## src/rtl/imm_gen_pipe.sv

```systemverilog
// imm_gen_pipe: registered immediate generator for the decode stage.
// Builds an XLEN-wide immediate from a 32-bit instruction (I/S/SB/U/UJ, CSR
// zimm, shift amount) and presents it through a 2-entry skid buffer with
// 1-cycle latency and full throughput.
//
// Ports
//   clk, rst             clock; asynchronous active-high reset
//   flush                synchronous flush, drops both held entries
//   in_valid/in_ready    upstream handshake (in_ready registered)
//   in_instr             raw instruction word
//   in_imm_type          immediate type (ignored when AUTO_DECODE=1)
//   out_valid/out_ready  downstream handshake
//   out_imm              generated immediate, XLEN bits
//   out_type             resolved immediate type
//   out_illegal          type 111 / unknown opcode; out_imm is 0 then
module imm_gen_pipe #(
  parameter int unsigned XLEN        = 64,
  parameter bit          AUTO_DECODE = 1'b0
) (
  input  logic            clk,
  input  logic            rst,
  input  logic            flush,
  input  logic            in_valid,
  output logic            in_ready,
  input  logic [31:0]     in_instr,
  input  logic [2:0]      in_imm_type,
  output logic            out_valid,
  input  logic            out_ready,
  output logic [XLEN-1:0] out_imm,
  output logic [2:0]      out_type,
  output logic            out_illegal
);

  localparam logic [2:0] T_I    = 3'b000;
  localparam logic [2:0] T_S    = 3'b001;
  localparam logic [2:0] T_SB   = 3'b010;
  localparam logic [2:0] T_U    = 3'b011;
  localparam logic [2:0] T_UJ   = 3'b100;
  localparam logic [2:0] T_Z    = 3'b101;
  localparam logic [2:0] T_SHMT = 3'b110;
  localparam logic [2:0] T_BAD  = 3'b111;

  logic [6:0]         w_opcode;
  logic [2:0]         w_funct3;
  logic [2:0]         w_dec_type;
  logic               w_word_shamt;
  logic [2:0]         w_type;
  logic               w_shamt5;
  logic signed [31:0] w_imm32;
  logic [XLEN-1:0]    w_imm;
  logic               w_illegal;
  logic               w_accept;

  logic               r_main_valid;
  logic [XLEN-1:0]    r_main_imm;
  logic [2:0]         r_main_type;
  logic               r_main_illegal;
  logic               r_skid_valid;
  logic [XLEN-1:0]    r_skid_imm;
  logic [2:0]         r_skid_type;
  logic               r_skid_illegal;
  logic               r_in_ready;

  assign w_opcode = in_instr[6:0];
  assign w_funct3 = in_instr[14:12];

  // Opcode-driven type decode; the W-form shifts carry a 5-bit shamt.
  always_comb begin
    w_dec_type   = T_BAD;
    w_word_shamt = 1'b0;
    case (w_opcode)
      7'b0000011, 7'b1100111: w_dec_type = T_I;
      7'b0010011: w_dec_type = (w_funct3[1:0] == 2'b01) ? T_SHMT : T_I;
      7'b0011011: begin
        if (XLEN == 64) begin
          w_dec_type   = (w_funct3[1:0] == 2'b01) ? T_SHMT : T_I;
          w_word_shamt = 1'b1;
        end
      end
      7'b0100011: w_dec_type = T_S;
      7'b1100011: w_dec_type = T_SB;
      7'b0110111, 7'b0010111: w_dec_type = T_U;
      7'b1101111: w_dec_type = T_UJ;
      7'b1110011: w_dec_type = w_funct3[2] ? T_Z : T_I;
      default: w_dec_type = T_BAD;
    endcase
  end

  assign w_type    = AUTO_DECODE ? w_dec_type : in_imm_type;
  assign w_shamt5  = (XLEN == 32) || (AUTO_DECODE && w_word_shamt);
  assign w_illegal = (w_type == T_BAD);

  // Every form fits in 32 bits; the signed widening cast below gives the
  // XLEN sign extension (zero-extended forms have a clear bit 31).
  always_comb begin
    w_imm32 = '0;
    case (w_type)
      T_I:    w_imm32 = {{20{in_instr[31]}}, in_instr[31:20]};
      T_S:    w_imm32 = {{20{in_instr[31]}}, in_instr[31:25], in_instr[11:7]};
      T_SB:   w_imm32 = {{19{in_instr[31]}}, in_instr[31], in_instr[7],
                         in_instr[30:25], in_instr[11:8], 1'b0};
      T_U:    w_imm32 = {in_instr[31:12], 12'b0};
      T_UJ:   w_imm32 = {{11{in_instr[31]}}, in_instr[31], in_instr[19:12],
                         in_instr[20], in_instr[30:21], 1'b0};
      T_Z:    w_imm32 = {27'b0, in_instr[19:15]};
      T_SHMT: w_imm32 = w_shamt5 ? {27'b0, in_instr[24:20]} : {26'b0, in_instr[25:20]};
      default: w_imm32 = '0;
    endcase
  end

  assign w_imm    = XLEN'(w_imm32);
  assign w_accept = in_valid && r_in_ready;

  // Two-entry skid buffer: main drives the outputs, skid catches one word
  // while main is stalled. in_ready is simply "skid is empty".
  always_ff @(posedge clk or posedge rst) begin
    if (rst) begin
      r_main_valid   <= 1'b0;
      r_main_imm     <= '0;
      r_main_type    <= '0;
      r_main_illegal <= 1'b0;
      r_skid_valid   <= 1'b0;
      r_skid_imm     <= '0;
      r_skid_type    <= '0;
      r_skid_illegal <= 1'b0;
      r_in_ready     <= 1'b1;
    end else if (flush) begin
      r_main_valid <= 1'b0;
      r_skid_valid <= 1'b0;
      r_in_ready   <= 1'b1;
    end else if (!r_main_valid || out_ready) begin
      // Main is free this edge: refill from skid first to keep FIFO order.
      if (r_skid_valid) begin
        r_main_valid   <= 1'b1;
        r_main_imm     <= r_skid_imm;
        r_main_type    <= r_skid_type;
        r_main_illegal <= r_skid_illegal;
        r_skid_valid   <= 1'b0;
        r_in_ready     <= 1'b1;
      end else begin
        r_main_valid <= w_accept;
        if (w_accept) begin
          r_main_imm     <= w_imm;
          r_main_type    <= w_type;
          r_main_illegal <= w_illegal;
        end
      end
    end else if (w_accept) begin
      r_skid_valid   <= 1'b1;
      r_skid_imm     <= w_imm;
      r_skid_type    <= w_type;
      r_skid_illegal <= w_illegal;
      r_in_ready     <= 1'b0;
    end
  end

  assign in_ready    = r_in_ready;
  assign out_valid   = r_main_valid;
  assign out_imm     = r_main_imm;
  assign out_type    = r_main_type;
  assign out_illegal = r_main_illegal;

endmodule

```

## config.mk

```make
export PLATFORM = sky130hd
export DESIGN_NAME = imm_gen_pipe
export DESIGN_NICKNAME = d
export VERILOG_FILES = /design/src/rtl/imm_gen_pipe.sv
export SDC_FILE = /design/constraint.sdc
export NUM_CORES = 1
export LEC_CHECK = 0
export ABC_AREA = 1
export CELL_PAD_IN_SITES_DETAIL_PLACEMENT = 1
export CELL_PAD_IN_SITES_GLOBAL_PLACEMENT = 1
export CORE_ASPECT_RATIO = 0.6
export CORE_MARGIN = 2
export CORE_UTILIZATION = 38
export CTS_BUF_LIST = sky130_fd_sc_hd__clkbuf_4
export DETAILED_ROUTE_END_ITERATION = 10
export GPL_TIMING_DRIVEN = 0
export HOLD_SLACK_MARGIN = 0.1
export PLACE_DENSITY_LB_ADDON = 0.1
export RECOVER_POWER = 100
export SLEW_MARGIN = 20
export SYNTH_ARGS = -nofsm -noshare
export SYNTH_HDL_FRONTEND = slang
export SYNTH_SLANG_ARGS = --single-unit
```

## constraint.sdc

```tcl
create_clock -name clk -period 5.3 [get_ports clk]
set_input_delay 1.06 -clock clk [delete_from_list [all_inputs] [get_ports clk]]
set_output_delay 1.06 -clock clk [all_outputs]
set_load 0.05 [all_outputs]
```

* Word level (Yosys, flattened, before mapping)
Index checks and enable logic that the tools add are counted.
** Storage, ports and cells
- Memories :: 0
- ROM bits :: 0
- Word-level logic and storage cells :: 46
- RAM bits :: 0
- Bits in latches :: 0
- Flip-flop bits (word level) :: 107
** Cells by class
- Mux-type cells :: 17
- Div/mod/pow operators :: 0
- Multiply operators :: 0
- Order comparisons :: 0
- Bitwise logic cells :: 2
- Equal/unequal tests :: 8
- Shift-type cells :: 0
- Reductions and logical operators :: 10
- Add/sub/neg operators :: 0
** Operators with widths (count)
- case mux 32 bit (7 select lines) :: 1
- 2-to-1 mux 64 bit :: 2
- == test 3 bit (second input constant) :: 4
- 2-to-1 mux 1 bit :: 12
- == test 3 x 2 -> 1 bit (second input constant) :: 2
- 2-to-1 mux 3 bit :: 2
- AND reduction 3 bit :: 2
- nonzero test 2 bit :: 2
- == test 3 x 1 -> 1 bit (second input constant) :: 1
- logical NOT 3 bit :: 1
- inequality test 3 bit (second input constant) :: 1
- nonzero test 3 bit :: 1
- NOT 1 bit :: 2
- AND reduction 2 bit :: 1
- logical AND 1 bit :: 1
- logical NOT 1 bit :: 1
- logical OR 1 bit :: 1

* Depth between registers and ports, before layout
- Depth in word-level cells :: 4
- Depth in mapped cells :: 9

* Worst setup path after synthesis
Ideal clock, no wire load.
- Kind :: register -> output
- From :: register out_imm[62] (netlist name)
- To :: output out_imm[32]
- Slack :: 2808 ps
- Arrival time :: 1432 ps
- Cell stages (with the launch flop) :: 2
- Data required time :: 4240 ps
- Path buffers :: 1
- Path through :: dfrtp_1 -> buf_4
** RTL lines
- end: declaration :: line 29 : output logic [XLEN-1:0] out_imm,

==> summary.md <==
| Metric | Value |
|---|---|
| Status | `complete, but fails checks` |
| Violated checks | `max-capacitance violations, max-slew violations` |
| Nets@finish | `669` |
| Register area share after synthesis | `0.481` |
| Hold Vio Cnt, Final | `0` |
| Final cell count without fillers | `769` |
| Root Driver | `clkbuf_4` |
| GRT Resource Usage Total | `0.245` |
| Ranking of synthesized cells by area | `dfrtp_1 47%, nand2_1 19%, buf_4 6.5%` |
| Mapped cell area | `3900 um^2` |
| TritonCTS clock tree | `built` |
| Pwr Total | `1.97 mW` |
| Largest net degree at the start of global routing | `45` |
| Setup-failing EPs final | `0` |
| Synth cell count leaders | `197 x nand2_1, 74 x dfrtp_1, 47 x nor2_1` |
| RSZ-0062 raised after global routing | `no` |
| Synth cell types | `23` |
| Register area | `1880 um^2` |
| Die ar. | `11,100 um^2` |
| Critical path endpoint category | `asynchronous set/reset pin` |
| Syn Inst Count | `517` |
| Synth Warn # | `0` |
| Critical path class | `input port to asynchronous set/reset pin` |
| Syn_area_per_cell | `7.55 um^2` |
| CP startpoint kind | `input port` |
| ANT cells | `0` |
| Fmax | `0.256 GHz` |
| Drt drc | `0` |
| CTS Sinks | `75` |
| Global-route wire length before repair | `20,600 um` |
| Initial Utilization | `0.393` |
| Leakage | `2.76 nW` |
| Clock Latency Late Sink | `0.44 ns` |
| Crit-path cells | `dlygate4sd3_1, clkinvlp_2, clkbuf_1` |
| Max cap viols | `2` |
| Pre-Repair DR Iteration Count | `5` |
| Post-synth EDFFs | `0` |
| Resize count post-CTS | `0` |
| Slew Limit Fails | `78` |
| Via Count | `3,927` |
| Die Ht | `82.5 um` |
| Layout cells sized above 1 | `0.112` |
| Drt wl/cell | `17.1 um` |
| Hold slack | `0.488 ns` |
| CTS clk-pin slew, worst paths | `0.13 ns` |
| Placer Congestion | `0.865` |
| Vias in the first global route | `3,858` |
| Clk_skew | `0.0128 ns` |
| Arrival @ worst endpoint | `4.13 ns` |
| Fill count | `1,259` |
| Worst-path cell with the longest stage delay | `clkbuf_1` |
| Pwr dens | `379 nW/um^2` |
| # rows | `28` |
| Slew of the pin with the lowest slew margin | `1.99 ns` |
| Most frequent cell after synthesis | `nand2_1` |
| TritonCTS Buffers | `9` |
| I/O pin count | `110` |
| Cell taking the most area after synthesis | `dfrtp_1` |
| Post-CTS Hold Fix Bufs | `0` |
| Core area | `9910 um^2` |
| Antenna-violating nets left | `0` |
| Final min period | `3.90 ns` |
| Initial drt markers | `235` |
| Layout area overhead | `33.2%` |
| Final Cycle Share | `0.736` |
| Crit Path Max Fanout | `44` |
| Critical Path RT | `5.53 ns` |
| Antenna violations before repair | `0` |
| Post-synth net total | `557` |
| Worst vdd ir | `0.144 mV` |
| Final wirelength | `13,200 um` |
| Multi-input logic area | `1540 um^2` |
| H-tree Lvls | `3` |
| Min-delay worst type | `flop to flop` |
| Gr ovfl total | `0` |
| Async set-reset flop share out of synthesis | `1.00` |
| Vias per cell | `5.11` |
| Clk buf depth | `2` |
| Main synth FF type | `dfrtp_1` |
| Setup TNS Final | `0 ns` |
| Postcts setup bufs | `0` |
| Top cell type's share of synthesized area | `0.475` |
| Buffers on Ports | `100` |
| Synthesis-stage register bit count | `75` |
| Die width | `135 um` |
| Slew headroom | `-0.331` |
| Critical Path Max Stage Delay | `1.36 ns` |
| Post-DP HPWL | `10000 um` |
| Inst Count DP | `753` |
==> worst max-delay path, delay by kind of cell <==
| kind | cells | cell delay (ns) |
|---|---|---|
| buffers and inverters | 3 | 3.05 |
==> cell usage in the layout, fill, tap and decap left out, types with 12 or more instances in the layout <==
| master | synthesis | layout |
|---|---|---|
| nand2_1 | 197 | 198 |
| o21ai_0 | 29 | 32 |
| buf_4 | 34 | 34 |
| inv_1 | 22 | 22 |
| dlygate4sd3_1 | 0 | 73 |
| clkbuf_1 | 10 | 17 |
| nor2_1 | 47 | 47 |
| nand3_1 | 32 | 33 |
| a21oi_1 | 11 | 12 |
| dfrtp_1 | 74 | 74 |
| clkdlybuf4s50_1 | 0 | 27 |
==> area by class of cell <==
class                   count  share of cell area
flip-flops and latches     75               0.361
multi-input cells         356               0.296
well taps                 135              0.0325
inverters                  26              0.0190
plain buffers              60              0.0703
clock buffers               9              0.0130
clock inverters             7              0.0149
repair buffers            101               0.193
==> registers in the layout, summed over array words and instances (netlist names) <==
name            flops
out_imm            32
r_skid_imm         32
out_type            3
r_skid_type         3
in_ready            1
out_illegal         1
out_valid           1
r_skid_illegal      1
r_skid_valid        1
==> kinds of logic after synthesis <==
group / share of synthesized area
buf+inv: 0.121
compound gates: 0.0930
simple gates: 0.305
flops: 0.481
==> final timing paths <==
check / from / endpoint / slack [ns] / cells after the start
max in group clk: out_imm[62] / out_imm[38] / 1.68 / 2
worst min register to register: out_imm[25] / out_imm[25] / 0.49 / 2
worst min-delay path: out_imm[25] / out_imm[25] / 0.49 / 2
min in group asynchronous: rst / out_imm[30] / 1.58 / 2
worst max register to register: in_ready / r_skid_imm[13] / 3.12 / 7
worst max-delay path: rst / out_imm[6] / 1.40 / 3
==> routing by layer <==
layer | wire (um) | track usage | share of wire | up-vias
met5 | 0 | 0 | 0 | -
met4 | 113 | 0.0484 | 0.0086 | 0
met3 | 697 | 0.0488 | 0.053 | 17
met2 | 5990 | 0.387 | 0.45 | 129
met1 | 6380 | 0.351 | 0.48 | 1937
li1 | - | - | - | 1844
==> stage by stage <==
stage / util / setup WS (ns) / instance area (um^2)
floorplan: - / 2.33 / 3900
detailed placement: 0.514 / 2.19 / 5090
finish: 0.524 / 1.40 / 5200
CTS: 0.528 / 1.69 / 5240
global placement: 0.511 / 0.939 / 5070
global route: 0.524 / 0.846 / 5200
==> where the power goes <==
part	internal (mW)	switching (mW)	total, mW
combinational	0.274	0.558	0.833
sequential	0.695	0.0729	0.768
clock	0.147	0.225	0.372
total	1.12	0.856	1.97
Power figures use the tool's default switching activity.
